`src/rtl/bsg_manycore_cache_req_arbiter_pkg.sv`:
```
// Shared helpers for the manycore cache request arbiter slice.
package bsg_manycore_cache_req_arbiter_pkg;

  // Never returns zero, so a one-entry or one-requester configuration still gets a 1-bit field.
  function automatic int safe_clog2(input int x);
    if (x <= 1) begin
      return 1;
    end else begin
      return $clog2(x);
    end
  endfunction

endpackage

```
`src/rtl/bsg_fifo_1r1w_small.sv`:
```
// Small one-read one-write FIFO with a valid/ready input and a valid/yumi output.
module bsg_fifo_1r1w_small
  import bsg_manycore_cache_req_arbiter_pkg::*;
#(
  parameter int width_p = 1,
  parameter int els_p = 2,
  localparam int lg_els_lp = safe_clog2(els_p),
  localparam int lg_cnt_lp = safe_clog2(els_p + 1)
) (
  input  logic               clk_i,
  input  logic               reset_i,
  input  logic               v_i,
  output logic               ready_o,
  input  logic [width_p-1:0] data_i,
  output logic               v_o,
  output logic [width_p-1:0] data_o,
  input  logic               yumi_i
);

  logic [width_p-1:0]   mem_r [els_p];
  logic [lg_els_lp-1:0] wptr_r;
  logic [lg_els_lp-1:0] rptr_r;
  logic [lg_cnt_lp-1:0] count_r;
  logic                 push_s;
  logic                 pop_s;

  // Ready only reflects registered occupancy, so a same-cycle pop never frees a slot.
  assign ready_o = (count_r != lg_cnt_lp'(els_p));
  assign v_o     = (count_r != lg_cnt_lp'(0));
  assign data_o  = mem_r[rptr_r];
  assign push_s  = v_i & ready_o;
  assign pop_s   = yumi_i & v_o;

  // Storage array, written on push.
  always_ff @(posedge clk_i) begin
    if (push_s) begin
      mem_r[wptr_r] <= data_i;
    end
  end

  // Pointers and occupancy.
  always_ff @(posedge clk_i) begin
    if (reset_i) begin
      wptr_r  <= '0;
      rptr_r  <= '0;
      count_r <= '0;
    end else begin
      if (push_s) begin
        wptr_r <= (wptr_r == lg_els_lp'(els_p - 1)) ? '0 : wptr_r + lg_els_lp'(1);
      end
      if (pop_s) begin
        rptr_r <= (rptr_r == lg_els_lp'(els_p - 1)) ? '0 : rptr_r + lg_els_lp'(1);
      end
      case ({push_s, pop_s})
        2'b10:   count_r <= count_r + lg_cnt_lp'(1);
        2'b01:   count_r <= count_r - lg_cnt_lp'(1);
        default: count_r <= count_r;
      endcase
    end
  end

endmodule

```
`src/rtl/bsg_manycore_cache_req_arbiter.sv`:
```
// Round-robin shares one bsg_cache between several link adapters and routes
// in-order cache responses back to the requester that issued each packet.
module bsg_manycore_cache_req_arbiter
  import bsg_manycore_cache_req_arbiter_pkg::*;
#(
  parameter int num_req_p = 2,
  parameter int cache_pkt_width_p = 8,
  parameter int data_width_p = 32,
  parameter int max_out_p = 4,
  localparam int lg_num_req_lp = safe_clog2(num_req_p),
  localparam int lg_out_lp = safe_clog2(max_out_p + 1)
) (
  input  logic                                   clk_i,
  input  logic                                   reset_n_i,
  input  logic [num_req_p*cache_pkt_width_p-1:0] req_pkt_i,
  input  logic [num_req_p-1:0]                   req_v_i,
  output logic [num_req_p-1:0]                   req_ready_o,
  output logic [cache_pkt_width_p-1:0]           cache_pkt_o,
  output logic                                   v_o,
  input  logic                                   ready_i,
  input  logic [data_width_p-1:0]                data_i,
  input  logic                                   v_i,
  output logic                                   yumi_o,
  output logic [num_req_p*data_width_p-1:0]      req_data_o,
  output logic [num_req_p-1:0]                   req_v_o,
  input  logic [num_req_p-1:0]                   req_yumi_i,
  output logic [lg_out_lp-1:0]                   outstanding_o
);

  logic [lg_num_req_lp-1:0] rr_r;
  logic                     lock_v_r;
  logic [lg_num_req_lp-1:0] lock_id_r;
  logic [lg_out_lp-1:0]     count_r;

  logic [lg_num_req_lp-1:0] grant_s;
  logic [lg_num_req_lp-1:0] idx_s;
  logic [lg_num_req_lp:0]   sum_s;
  logic                     found_s;
  logic                     offer_s;
  logic                     full_s;
  logic                     accept_s;
  logic                     fifo_ready_s;
  logic                     fifo_v_s;
  logic [lg_num_req_lp-1:0] head_s;
  logic                     rsp_v_s;
  logic                     head_yumi_s;

  // Grant: a stalled offer stays locked, otherwise first valid at or after the rr pointer.
  always_comb begin
    grant_s = rr_r;
    found_s = 1'b0;
    idx_s   = rr_r;
    sum_s   = '0;
    if (lock_v_r) begin
      grant_s = lock_id_r;
    end else begin
      for (int k = 0; k < num_req_p; k++) begin
        sum_s   = {1'b0, rr_r} + (lg_num_req_lp + 1)'(k);
        idx_s   = (sum_s >= (lg_num_req_lp + 1)'(num_req_p))
                  ? lg_num_req_lp'(sum_s - (lg_num_req_lp + 1)'(num_req_p))
                  : lg_num_req_lp'(sum_s);
        grant_s = (!found_s && req_v_i[idx_s]) ? idx_s : grant_s;
        found_s = found_s | req_v_i[idx_s];
      end
    end
  end

  assign full_s     = ~fifo_ready_s;
  assign offer_s    = lock_v_r ? req_v_i[lock_id_r] : (|req_v_i);
  assign v_o        = offer_s & ~full_s & reset_n_i;
  assign accept_s   = v_o & ready_i;
  assign rsp_v_s    = v_i & fifo_v_s & reset_n_i;
  assign yumi_o     = rsp_v_s & head_yumi_s;
  assign req_data_o = {num_req_p{data_i}};
  assign outstanding_o = reset_n_i ? count_r : '0;

  // Packet mux, per-requester ready and response steering by FIFO head id.
  always_comb begin
    cache_pkt_o = '0;
    req_ready_o = '0;
    req_v_o     = '0;
    head_yumi_s = 1'b0;
    for (int i = 0; i < num_req_p; i++) begin
      if (grant_s == lg_num_req_lp'(i)) begin
        cache_pkt_o    = req_pkt_i[i*cache_pkt_width_p +: cache_pkt_width_p];
        req_ready_o[i] = ready_i & ~full_s & reset_n_i;
      end else begin
        req_ready_o[i] = 1'b0;
      end
      req_v_o[i]  = rsp_v_s & (head_s == lg_num_req_lp'(i));
      head_yumi_s = head_yumi_s | (req_yumi_i[i] & (head_s == lg_num_req_lp'(i)));
    end
  end

  // Round-robin pointer, stall lock and outstanding count.
  always_ff @(posedge clk_i) begin
    if (!reset_n_i) begin
      rr_r      <= '0;
      lock_v_r  <= 1'b0;
      lock_id_r <= '0;
      count_r   <= '0;
    end else begin
      if (accept_s) begin
        rr_r     <= (grant_s == lg_num_req_lp'(num_req_p - 1)) ? '0 : grant_s + lg_num_req_lp'(1);
        lock_v_r <= 1'b0;
      end else if (v_o && !ready_i) begin
        lock_v_r  <= 1'b1;
        lock_id_r <= grant_s;
      end
      case ({accept_s, yumi_o})
        2'b10:   count_r <= count_r + lg_out_lp'(1);
        2'b01:   count_r <= count_r - lg_out_lp'(1);
        default: count_r <= count_r;
      endcase
    end
  end

  bsg_fifo_1r1w_small #(
    .width_p(lg_num_req_lp),
    .els_p  (max_out_p)
  ) order_fifo (
    .clk_i  (clk_i),
    .reset_i(~reset_n_i),
    .v_i    (accept_s),
    .ready_o(fifo_ready_s),
    .data_i (grant_s),
    .v_o    (fifo_v_s),
    .data_o (head_s),
    .yumi_i (yumi_o)
  );

endmodule

```
`config.mk`:
```
export PLATFORM = sky130hd
export DESIGN_NAME = bsg_manycore_cache_req_arbiter
export DESIGN_NICKNAME = d
export VERILOG_FILES = /design/src/rtl/bsg_manycore_cache_req_arbiter_pkg.sv /design/src/rtl/bsg_fifo_1r1w_small.sv /design/src/rtl/bsg_manycore_cache_req_arbiter.sv
export SDC_FILE = /design/constraint.sdc
export NUM_CORES = 1
export LEC_CHECK = 0
export BUFFER_PORTS_ARGS = -buffer_cell sky130_fd_sc_hd__buf_2
export CAP_MARGIN = 20
export CORE_ASPECT_RATIO = 0.75
export CORE_MARGIN = 3
export CORE_UTILIZATION = 40
export CTS_CLUSTER_SIZE = 25
export DETAILED_ROUTE_END_ITERATION = 7
export GPL_TIMING_DRIVEN = 1
export PLACE_DENSITY_LB_ADDON = 0.08
export SLEW_MARGIN = 15
export SYNTH_ARGS = -nofsm -noshare
export SYNTH_HDL_FRONTEND = slang
export SYNTH_SLANG_ARGS = --single-unit
```
`constraint.sdc`:
```
create_clock -name clk_i -period 6.1 [get_ports clk_i]
set_input_delay 1.22 -clock clk_i [delete_from_list [all_inputs] [get_ports clk_i]]
set_output_delay 1.22 -clock clk_i [all_outputs]
set_load 0.01 [all_outputs]
```
==> results by group, run 1 <==
Outcome
  • Status: finished clean

Pwr
  • Total power: 0.286 mW
  • PwrDens: 199 mW/mm2
  • Worst vdd rail ir drop: 97.9 uV
  • LEAKAGE: 0.640 nW

Clock network
  • Clock Pin Slew Worst Setup and Hold Paths: 0.07 ns
  • Setup Buffers After CTS: 0
  • CTS tree: built
  • Deepest clock path buffer count: 2
  • TritonCTS buffer count: 3
  • Hold Buf Count CTS: 0
  • Clock sinks: 19
  • Clock root cell: clkbuf_8
  • Post-CTS sizing: 0
  • Latest clock arrival within the worst-skew pair: 0.25 ns
  • H-tree Lvls: 1

Cells and area
  • Synthesis-to-finish area growth: -11.6%
  • Layout Cells excl Fill: 211
  • Fin nets: 225
  • Share of post-route cells with drive strength above 1: 0.396
  • Antenna diodes: 0
  • Fill count: 400

Route
  • Residual DRC: 0
  • Wire per inst: 13.0 um
  • WL met2: 1.25 mm
  • Via density: 4.71
  • Routed via count: 994
  • Drt pass-1 iters: 4
  • M1 WL: 1.24 mm
  • Iter 0 DRT Violations: 41
  • Final WL: 2.74 mm
  • Met3 WL: 199 um
  • Max Used Layer: met4
  • Antenna Violating Nets Remaining: 0

Yosys
  • Synth area leaders: buf_4 (30%), dfxtp_1 (18%), edfxtp_1 (7.4%)
  • Unique masters post-synth: 37
  • Seq cells post-synth: 19
  • Area leader, netlist: buf_4
  • EDFF count, synth: 4
  • Yosys warning count: 0
  • Most frequent cells after synthesis: buf_4 (65), dfxtp_1 (15), inv_1 (13), nor2_1 (10), mux2_2 (9)
  • Synth top area share: 0.300
  • Net Count, Synth: 248
  • Cells after synthesis: 183
  • Syn Area/Cell: 8.90 um2
  • Post-synth ARST share: 0
  • Count leader, synth: buf_4
  • Synth Flop Type: dfxtp_1
  • Post-synthesis sequential area ratio: 0.258
  • Synthesized area: 0.00163 mm2

Timing
  • F_max: 251 MHz
  • Max Slew Vio Count: 0
  • WHS: 0.479 ns
  • Tcrit/Tclk final: 0.653
  • Minimum clock period: 3.98 ns
  • Finish-stage setup viols: 0
  • RSZ-0062 raised after global routing: no
  • Post-Route Setup TNS: 0 ns
  • Clk_skew: 0.00373 ns
  • Relative slew margins: 0.621
  • Hold Violations, Final: 0
  • Slew @ Worst Pin: 0.569 ns

Global route
  • First-pass GRT wire length: 4.55 mm
  • Initial antenna violation count: 0
  • Vias in the first global route: 995
  • Total gr overflow: 0
  • GRT Util Overall: 0.120
  • Largest net degree at the start of global routing: 13

Worst setup path
  • Cell repeated most along the worst path: buf_2
  • Slowest CP cell: a21oi_2
  • WP data required: 4.88 ns
  • Worst Path Arrival: 2.76 ns
  • Max FO, Critical Path: 12
  • Crit path cell chain: buf_2 -> inv_1 -> maj3_1 -> a21oi_2 -> mux2_2 -> buf_2
  • Max incr delay on CP: 0.48 ns
  • WS Path Type: in2out
  • Crit end category: output port
  • Startpoint types: input port

Placement
  • DP Wirelength: 2.20 mm
  • IO Port Bufs: 40
  • Placer Congestion: 0.767
  • Dpl cells: 207

Floorplanning
  • Initial Util: 0.431
  • Core area: 0.00378 mm2
  • Die area: 0.00488 mm2
  • Ports: 137
  • # rows: 19
  • Die Ht: 61.2 um
  • Die Wd: 79.7 um

Flow run
  • Max-Cap Viols: 0

Hold path
  • HP Class: reg2reg
==> final timing paths <==
| path | endpoint | depth (start not counted) | slack, ns | from |
|---|---|---|---|---|
| setup / recovery | cache_pkt_o[5] | 6 | 2.12 | req_v_i[0] |
| hold / removal | rr_r | 2 | 0.48 | rr_r |
| setup reg to reg | count_r[2] | 9 | 3.30 | order_fifo.mem_r[3] |
| hold reg to reg | rr_r | 2 | 0.48 | rr_r |
==> power breakdown <==
part | switching, mW | leakage (nW) | internal, mW | total, mW
Combinational | 0.0323 | 0.459 | 0.0288 | 0.0611
Sequential | 0.00422 | 0.159 | 0.134 | 0.138
Clock | 0.0404 | 0.0228 | 0.0464 | 0.0868
Total | 0.0770 | 0.640 | 0.209 | 0.286
==> critical path, delay by kind of cell <==
| kind | cells | cell delay [ns] |
|---|---|---|
| AO/OA/AOI/OAI | 1 | 0.48 |
| adder cells (fa/ha/maj) | 1 | 0.38 |
| buffers and inverters | 3 | 0.28 |
| multiplexers | 1 | 0.40 |
==> cell usage in the layout (no fill, tap or decap), types with 2 or more instances in the layout <==
master and instances:
a21oi_1 8, and2_1 2, and3_1 5, buf_2 40, clkbuf_8 3, dfxtp_1 15
edfxtp_1 4, fa_1 2, ha_1 7, inv_1 13, mux2_2 9, nand2_1 5
nand3_1 2, nor2_1 10, o21ai_0 6, or2_2 2, or3_1 2, xor2_1 4
==> cells by family (layout without fill, tap and decap cells) <==
kind of cell               Yosys count  count (layout)  share of synthesized area
xor gates and xnor gates             4               4                     0.0215
muxes                               10              10                     0.0761
buffers and inverters               82              58                      0.339
adders and majority gates           10              10                     0.0845
DFF                                 19              19                      0.258
and+or+nand+nor                     35              35                      0.118
AOI/OAI and AO/OA                   23              23                      0.102
==> stage by stage <==
stage | worst slack (ns) | utilization | cell area (um2)
floorplan | 2.53 | - | 1630
global placement | 2.17 | 0.369 | 1390
detailed placement | 2.11 | 0.369 | 1390
CTS | 2.11 | 0.381 | 1440
global route | 2.02 | 0.381 | 1440
finish | 2.12 | 0.381 | 1440
==> cell type report <==
type                       instances  area, um2  share of cell area
multi-input combinational         82        656               0.456
sequential                        19        420               0.292
tap                               52       65.1              0.0452
inverter                          14       52.6              0.0365
clock buffer                       4       45.0              0.0313
timing repair buffer              40        200               0.139
==> routing by layer <==
layer	track usage	vias to the layer above
met1	0.153	455
met5	0	-
li1	-	490
met3	0.0482	13
met4	0.0392	0
met2	0.189	36
No activity file was read; power rests on OpenSTA's default activity.
==> run 2, diff against run 1 <==
--- a/config.mk
+++ b/config.mk
@@ -5,6 +5,7 @@
 export SDC_FILE = /design/constraint.sdc
 export NUM_CORES = 1
 export LEC_CHECK = 0
+export ABC_AREA = 1
 export BUFFER_PORTS_ARGS = -buffer_cell sky130_fd_sc_hd__buf_2
 export CAP_MARGIN = 20
 export CORE_ASPECT_RATIO = 0.75
==> constraint.sdc (replaced) <==
create_clock -name clk_i -period 3.8 [get_ports clk_i]
set_input_delay 0.76 -clock clk_i [delete_from_list [all_inputs] [get_ports clk_i]]
set_output_delay 0.76 -clock clk_i [all_outputs]
set_load 0.01 [all_outputs]
==> run 2 against run 1 <==
Compared with the run above: clock power up 62%; sequential power increased by 67%; utilization increased by 1.3 points; final area up 6.1%; worst hold slack worse by 0.0098 ns; die area grew 4.4%; critical endpoint is now order_fifo.count_r[2].
==> results by group, run 2 <==
Cells and area
  • Layout Utilization: 0.394 (+0.0133)
  • Antenna diodes: 0 (unchanged)
  • Fin nets: 286 (+27%)
  • Commonest non-fill, non-tap cells in the layout: nand2_1 (49), buf_2 (40), inv_1 (35), nor2_1 (16), dfxtp_1 (15)
  • Synthesis-to-finish area growth: -10.6%
  • Share of post-route cells with drive strength above 1: 0.255 (-0.142)
  • Most common cell after layout, fill and taps aside: nand2_1

Pwr
  • Worst vdd rail ir drop: 168 uV (+72%)
  • Total power: 0.501 mW (+75%)
  • PwrDens: 328 mW/mm2 (+65%)
  • LEAKAGE: 0.822 nW (+28%)

Global route
  • Initial antenna violation count: 0 (unchanged)
  • Largest net degree at the start of global routing: 18 (+5)
  • First-pass GRT wire length: 4.71 mm (+3.5%)
  • GRT Util Overall: 0.113 (-0.00780)
  • Total gr overflow: 0 (unchanged)
  • Vias in the first global route: 1070 (+7.5%)

Clock network
  • Clock root cell: clkbuf_8
  • Clock Pin Slew Worst Setup and Hold Paths: 0.07 ns (about the same)
  • H-tree Lvls: 1 (unchanged)
  • Hold Buf Count CTS: 0 (unchanged)
  • Deepest clock path buffer count: 2 (unchanged)
  • Latest clock arrival within the worst-skew pair: 0.25 ns (about the same)
  • Setup Buffers After CTS: 0 (unchanged)
  • CTS tree: built
  • TritonCTS buffer count: 3 (unchanged)
  • Post-CTS sizing: 0 (unchanged)
  • Clock sinks: 19 (unchanged)

Hold path
  • HP Class: reg2reg
  • WHS Path Cells: 2 (unchanged)

Route
  • Drt pass-1 iters: 4 (unchanged)
  • Final WL: 2.80 mm (+2.2%)
  • Residual DRC: 0 (unchanged)
  • Antenna Violating Nets Remaining: 0 (unchanged)
  • Via density: 4.25 (-9.9%)
  • Routed via count: 1155 (+16%)
  • Iter 0 DRT Violations: 36 (-12%)
  • Wire per inst: 10.3 um (-21%)

Yosys
  • Synthesized area: 0.00171 mm2 (+4.8%)
  • Post-synth ARST share: 0 (unchanged)
  • Syn Area/Cell: 7.08 um2 (-20%)
  • Post-synthesis adder-cell area fraction: 0.0748 (-0.00977)
  • Synth top area share: 0.282 (-0.0182)
  • Most frequent cells after synthesis: buf_4 (64), nand2_1 (49), inv_1 (35), nor2_1 (16), dfxtp_1 (15)
  • Synth area leaders: buf_4 (28%), dfxtp_1 (18%), nand2_1 (11%)
  • Seq cells post-synth: 19 (unchanged)
  • Post-Synth XOR/XNOR Area: 0 (-0.0215)
  • Yosys warning count: 0 (unchanged)
  • Main combinational cell family by area after synthesis: buffers and inverters
  • Net Count, Synth: 306 (+23%)
  • EDFF count, synth: 4 (unchanged)
  • Count leader, synth: buf_4
  • Synth Flop Type: dfxtp_1
  • Post-synthesis sequential area ratio: 0.246 (-0.0119)
  • Post-Synth Simple-Gate Area: 0.224 (+0.106)
  • Mux share of post-synthesis cell area: 0 (-0.0761)
  • Compound-gate portion of the synthesized area: 0.0770 (-0.0252)
  • Area leader, netlist: buf_4
  • Unique masters post-synth: 25 (-32%)
  • Cells after synthesis: 241 (+32%)

Timing
  • Post-route setup slack: 1.19 ns (-0.929 ns)
  • Slew @ Worst Pin: 0.310 ns (-0.259 ns)
  • RSZ-0062 raised after global routing: no
  • Max Slew Vio Count: 0 (unchanged)
  • Minimum clock period: 2.61 ns
  • WHS: 0.470 ns (-0.00977 ns)
  • Finish-stage setup viols: 0 (unchanged)
  • Relative slew margins: 0.793 (+0.172)
  • Post-Route Setup TNS: 0 ns (unchanged)
  • Clk_skew: 0.00231 ns (-0.00143 ns)
  • Tcrit/Tclk final: 0.687
  • F_max: 383 MHz
  • Hold Violations, Final: 0 (unchanged)

Floorplanning
  • # rows: 19 (unchanged)
  • Die Wd: 81.4 um (+2.2%)
  • Initial Util: 0.440 (+0.00977)
  • Ports: 137 (unchanged)
  • Die Ht: 62.6 um (+2.2%)
  • Die area: 0.00509 mm2 (+4.4%)
  • Core area: 0.00387 mm2 (+2.5%)

Flow run
  • Max-Cap Viols: 0 (unchanged)

Placement
  • IO Port Bufs: 40 (unchanged)
  • DP Wirelength: 2.28 mm (+3.5%)
  • Dpl ws: 0.891 ns (-1.22 ns)
  • Placer Congestion: 0.792 (+3.3%)

Outcome
  • Status: finished clean

Worst setup path
  • Worst Path Arrival: 2.75 ns (about the same)
  • Startpoint types: input port
  • WP data required: 3.94 ns (-0.94 ns)
  • WS Path Type: in2reg
  • Max FO, Critical Path: 17 (+5)
  • Reg2reg setup slack: 1.54 ns (-1.76 ns)
  • Crit end category: flip-flop
  • Cells on worst reg2reg path: 11 (+2)
[run 2: cell types whose count changed in the layout (fill, tap and decap cells not counted), moves of 3 or more]
cell	delta
and3_1	-5
nor2_2	+5
o21ai_1	+3
inv_1	+22
nand3_1	+6
o21ai_0	+4
nor2_1	+6
mux2_2	-9
xor2_1	-4
nand2_1	+44
[run 2: logic make-up (layout without fill, tap and decap cells)]
group | after synthesis | in the layout
compound gates | 24 | 24
fa+ha+maj | 9 | 9
flops | 19 | 19
simple gates | 85 | 85
buf+inv | 104 | 83
[run 2: report_power, final]
| part | leakage, nW | internal, mW | total [mW] | switching [mW] |
|---|---|---|---|---|
| Sequential | 0.159 | 0.220 | 0.231 | 0.0104 |
| Combinational | 0.637 | 0.0512 | 0.129 | 0.0781 |
| Clock | 0.0255 | 0.0728 | 0.141 | 0.0681 |
| Total | 0.822 | 0.344 | 0.501 | 0.157 |
[run 2: final cells by class]
class	instances	area, um2
multi-input combinational	118	642
inverter	38	145
tap	52	65.1
timing repair buffer	41	208
sequential	19	420
clock buffer	3	41.3
fill	418	2350
clock inverter	1	5.00
[run 2: routing by layer]
metal | up-vias | wire (um) | global-route usage
li1 | 626 | - | -
met1 | 481 | 1280 | 0.142
met2 | 36 | 1260 | 0.171
met3 | 12 | 231 | 0.0533
met4 | 0 | 29 | 0.0295
met5 | - | 0 | 0
[run 2: through the flow]
step / instance area (um2) / cells
detailed placement: 1480 / 268
finish: 1530 / 272
global route: 1530 / 272
floorplan: 1710 / 241
CTS: 1530 / 272
global placement: 1480 / 268
[run 2: worst paths after layout]
kind                         start                    end
max                      reset_n_i  order_fifo.count_r[2]
min                     count_r[2]             count_r[2]
max reg2reg  order_fifo.count_r[2]  order_fifo.count_r[2]
min reg2reg             count_r[2]             count_r[2]
[run 2: critical path: stages]
cell and delay, ns:
buf_2 0.26, nand2_1 0.08, a21oi_1 0.27, nand3_1 0.20, inv_1 0.10, ha_1 0.14
inv_1 0.06, fa_1 0.38, a21oi_1 0.16, o21ai_0 0.12, o21ai_0 0.16, a21oi_1 0.05
==> run 3, diff against run 2 <==
--- a/config.mk
+++ b/config.mk
@@ -10,7 +10,7 @@
 export CAP_MARGIN = 20
 export CORE_ASPECT_RATIO = 0.75
 export CORE_MARGIN = 3
-export CORE_UTILIZATION = 40
+export CORE_UTILIZATION = 36
 export CTS_CLUSTER_SIZE = 25
 export DETAILED_ROUTE_END_ITERATION = 7
 export GPL_TIMING_DRIVEN = 1
==> constraint.sdc (replaced) <==
create_clock -name clk_i -period 2.28 [get_ports clk_i]
set_input_delay 0.456 -clock clk_i [delete_from_list [all_inputs] [get_ports clk_i]]
set_output_delay 0.456 -clock clk_i [all_outputs]
set_load 0.01 [all_outputs]
==> run 3 against run 2 <==
Compared with the run above: sequential share of layout area fell by 0.88 points; register-to-register slack got worse by 1.3 ns; clock skew fell by 0.0014 ns; routed wire length fell by 1.6%; sequential cell count did not move; critical path type is now reg2reg.
==> results by group, run 3 (synthesized netlist as in run 2, its figures left out) <==
Outcome
  • Status: finished clean

Worst setup path
  • WS Path Type: reg2reg
  • Worst Path Arrival: 2.20 ns (-0.55 ns)
  • Cell repeated most along the worst path: inv_1
  • Crit path cell chain: inv_1 -> o21ai_0 -> o21ai_1 -> inv_1 -> nor2_8 -> inv_1 -> ha_1 -> inv_1 -> fa_1 -> a21oi_1 -> o21ai_0 -> o21ai_1 -> a21oi_1
  • Slowest CP cell: fa_1
  • WP data required: 2.42 ns (-1.52 ns)
  • Max FO, Critical Path: 7 (-10)
  • Buf+Inv Stages, Crit Path: 4 (+1)
  • Startpoint types: flip-flop
  • Reg2reg setup slack: 0.22 ns (-1.32 ns)
  • Crit end category: flip-flop
  • Max incr delay on CP: 0.38 ns (about the same)
  • CP delay by family, top: compound AO/OA/AOI/OAI gates

Timing
  • Finish-stage setup viols: 0 (unchanged)
  • Max Slew Vio Count: 0 (unchanged)
  • Relative slew margins: 0.814 (+0.0208)
  • F_max: 485 MHz
  • Tcrit/Tclk final: 0.904
  • Clk_skew: 0.000953 ns (-0.00135 ns)
  • Slew @ Worst Pin: 0.278 ns (-0.0322 ns)
  • Hold Violations, Final: 0 (unchanged)
  • Minimum clock period: 2.06 ns

Cells and area
  • Most common cell after layout, fill and taps aside: nand2_1
  • Antenna diodes: 0 (unchanged)
  • Fin nets: 291 (+1.7%)
  • Synthesis-to-finish area growth: -7.33%
  • Commonest non-fill, non-tap cells in the layout: nand2_1 (47), buf_2 (40), inv_1 (35), nor2_1 (16), dfxtp_1 (14)
  • Layout Cells excl Fill: 282 (+3.7%)
  • Share of post-route cells with drive strength above 1: 0.289 (+0.0343)

Route
  • Residual DRC: 0 (unchanged)
  • Routed via count: 1112 (-3.7%)
  • Via density: 3.94 (-7.1%)
  • Iter 0 DRT Violations: 41 (+14%)
  • Antenna Violating Nets Remaining: 0 (unchanged)
  • Drt pass-1 iters: 4 (unchanged)
  • Final WL: 2.75 mm (-1.6%)
  • Wire per inst: 9.75 um (-5.1%)

Global route
  • First-pass GRT wire length: 4.58 mm (-2.6%)
  • Largest net degree at the start of global routing: 15 (-3)
  • Vias in the first global route: 975 (-8.9%)
  • Initial antenna violation count: 0 (unchanged)
  • GRT Util Overall: 0.101 (-0.0114)
  • Total gr overflow: 0 (unchanged)

Placement
  • Dpl cells: 277 (+3.4%)
  • IO Port Bufs: 40 (unchanged)
  • Placer Congestion: 0.739 (-6.7%)
  • DP Wirelength: 2.17 mm (-4.6%)

Clock network
  • Clock sinks: 19 (unchanged)
  • Hold Buf Count CTS: 0 (unchanged)
  • H-tree Lvls: 1 (unchanged)
  • CTS tree: built
  • Clock root cell: clkbuf_8
  • Latest clock arrival within the worst-skew pair: 0.25 ns (about the same)
  • Clock Pin Slew Worst Setup and Hold Paths: 0.07 ns (about the same)
  • TritonCTS buffer count: 3 (unchanged)
  • Deepest clock path buffer count: 2 (unchanged)

Floorplanning
  • Die Ht: 65.6 um (+4.9%)
  • Core area: 0.00452 mm2 (+17%)
  • Die area: 0.00561 mm2 (+10%)
  • Ports: 137 (unchanged)
  • Initial Util: 0.378 (-0.0628)
  • # rows: 21 (+2)
  • Die Wd: 85.5 um (+5.0%)

Pwr
  • Total power: 0.844 mW (+68%)
  • Worst vdd rail ir drop: 296 uV (+77%)
  • LEAKAGE: 0.846 nW (+2.9%)
  • PwrDens: 533 mW/mm2 (+63%)

Hold path
  • HP Class: reg2reg

Flow run
  • Max-Cap Viols: 0 (unchanged)
==> run 3: layout make-up <==
cell class,instances,area [um2]
fill,478,2940
multi-input combinational,118,652
sequential,19,422
timing repair buffer,46,245
inverter,38,145
tap,57,71.3
clock buffer,3,41.3
clock inverter,1,5.00
==> run 3: metrics by stage <==
step	cell area, um2	TNS, ns	utilization	worst slack (ns)	hold slack (ns)
detailed placement	1520	0	0.336	0.0119	0.457
global placement	1520	0	0.336	0.0996	0.472
CTS	1560	0	0.346	0.139	0.472
global route	1580	-0.00609	0.350	-0.00609	0.503
floorplan	1710	0	-	0.185	0.439
finish	1580	0	0.350	0.218	0.474
==> run 3: power breakdown <==
| part | internal (mW) | switching (mW) | leakage [nW] | total [mW] |
|---|---|---|---|---|
| clock network | 0.121 | 0.110 | 0.0255 | 0.232 |
| registers | 0.367 | 0.0167 | 0.160 | 0.384 |
| logic | 0.0920 | 0.136 | 0.660 | 0.228 |
==> run 3: what timing repair did <==
action,in CTS,in global routing
buffers inserted,0,1
hold endpoints to repair,0,0
endpoints found under the setup margin,0,2
gates resized for setup,0,7
==> run 3: final timing paths <==
check,end,from,cells after the start
hold reg to reg,order_fifo.count_r[0],order_fifo.count_r[0],1
setup / recovery,order_fifo.count_r[2],lock_v_r,13
hold / removal,order_fifo.count_r[0],order_fifo.count_r[0],1
setup reg to reg,order_fifo.count_r[2],lock_v_r,13
==> run 3: metal layers <==
| metal | vias to the layer above | track usage | part of all wire |
|---|---|---|---|
| met5 | - | 0 | 0 |
| met4 | 0 | 0.00988 | 0 |
| met3 | 0 | 0.0476 | 0.087 |
| met2 | 37 | 0.122 | 0.36 |
| met1 | 436 | 0.159 | 0.55 |
| li1 | 639 | - | - |
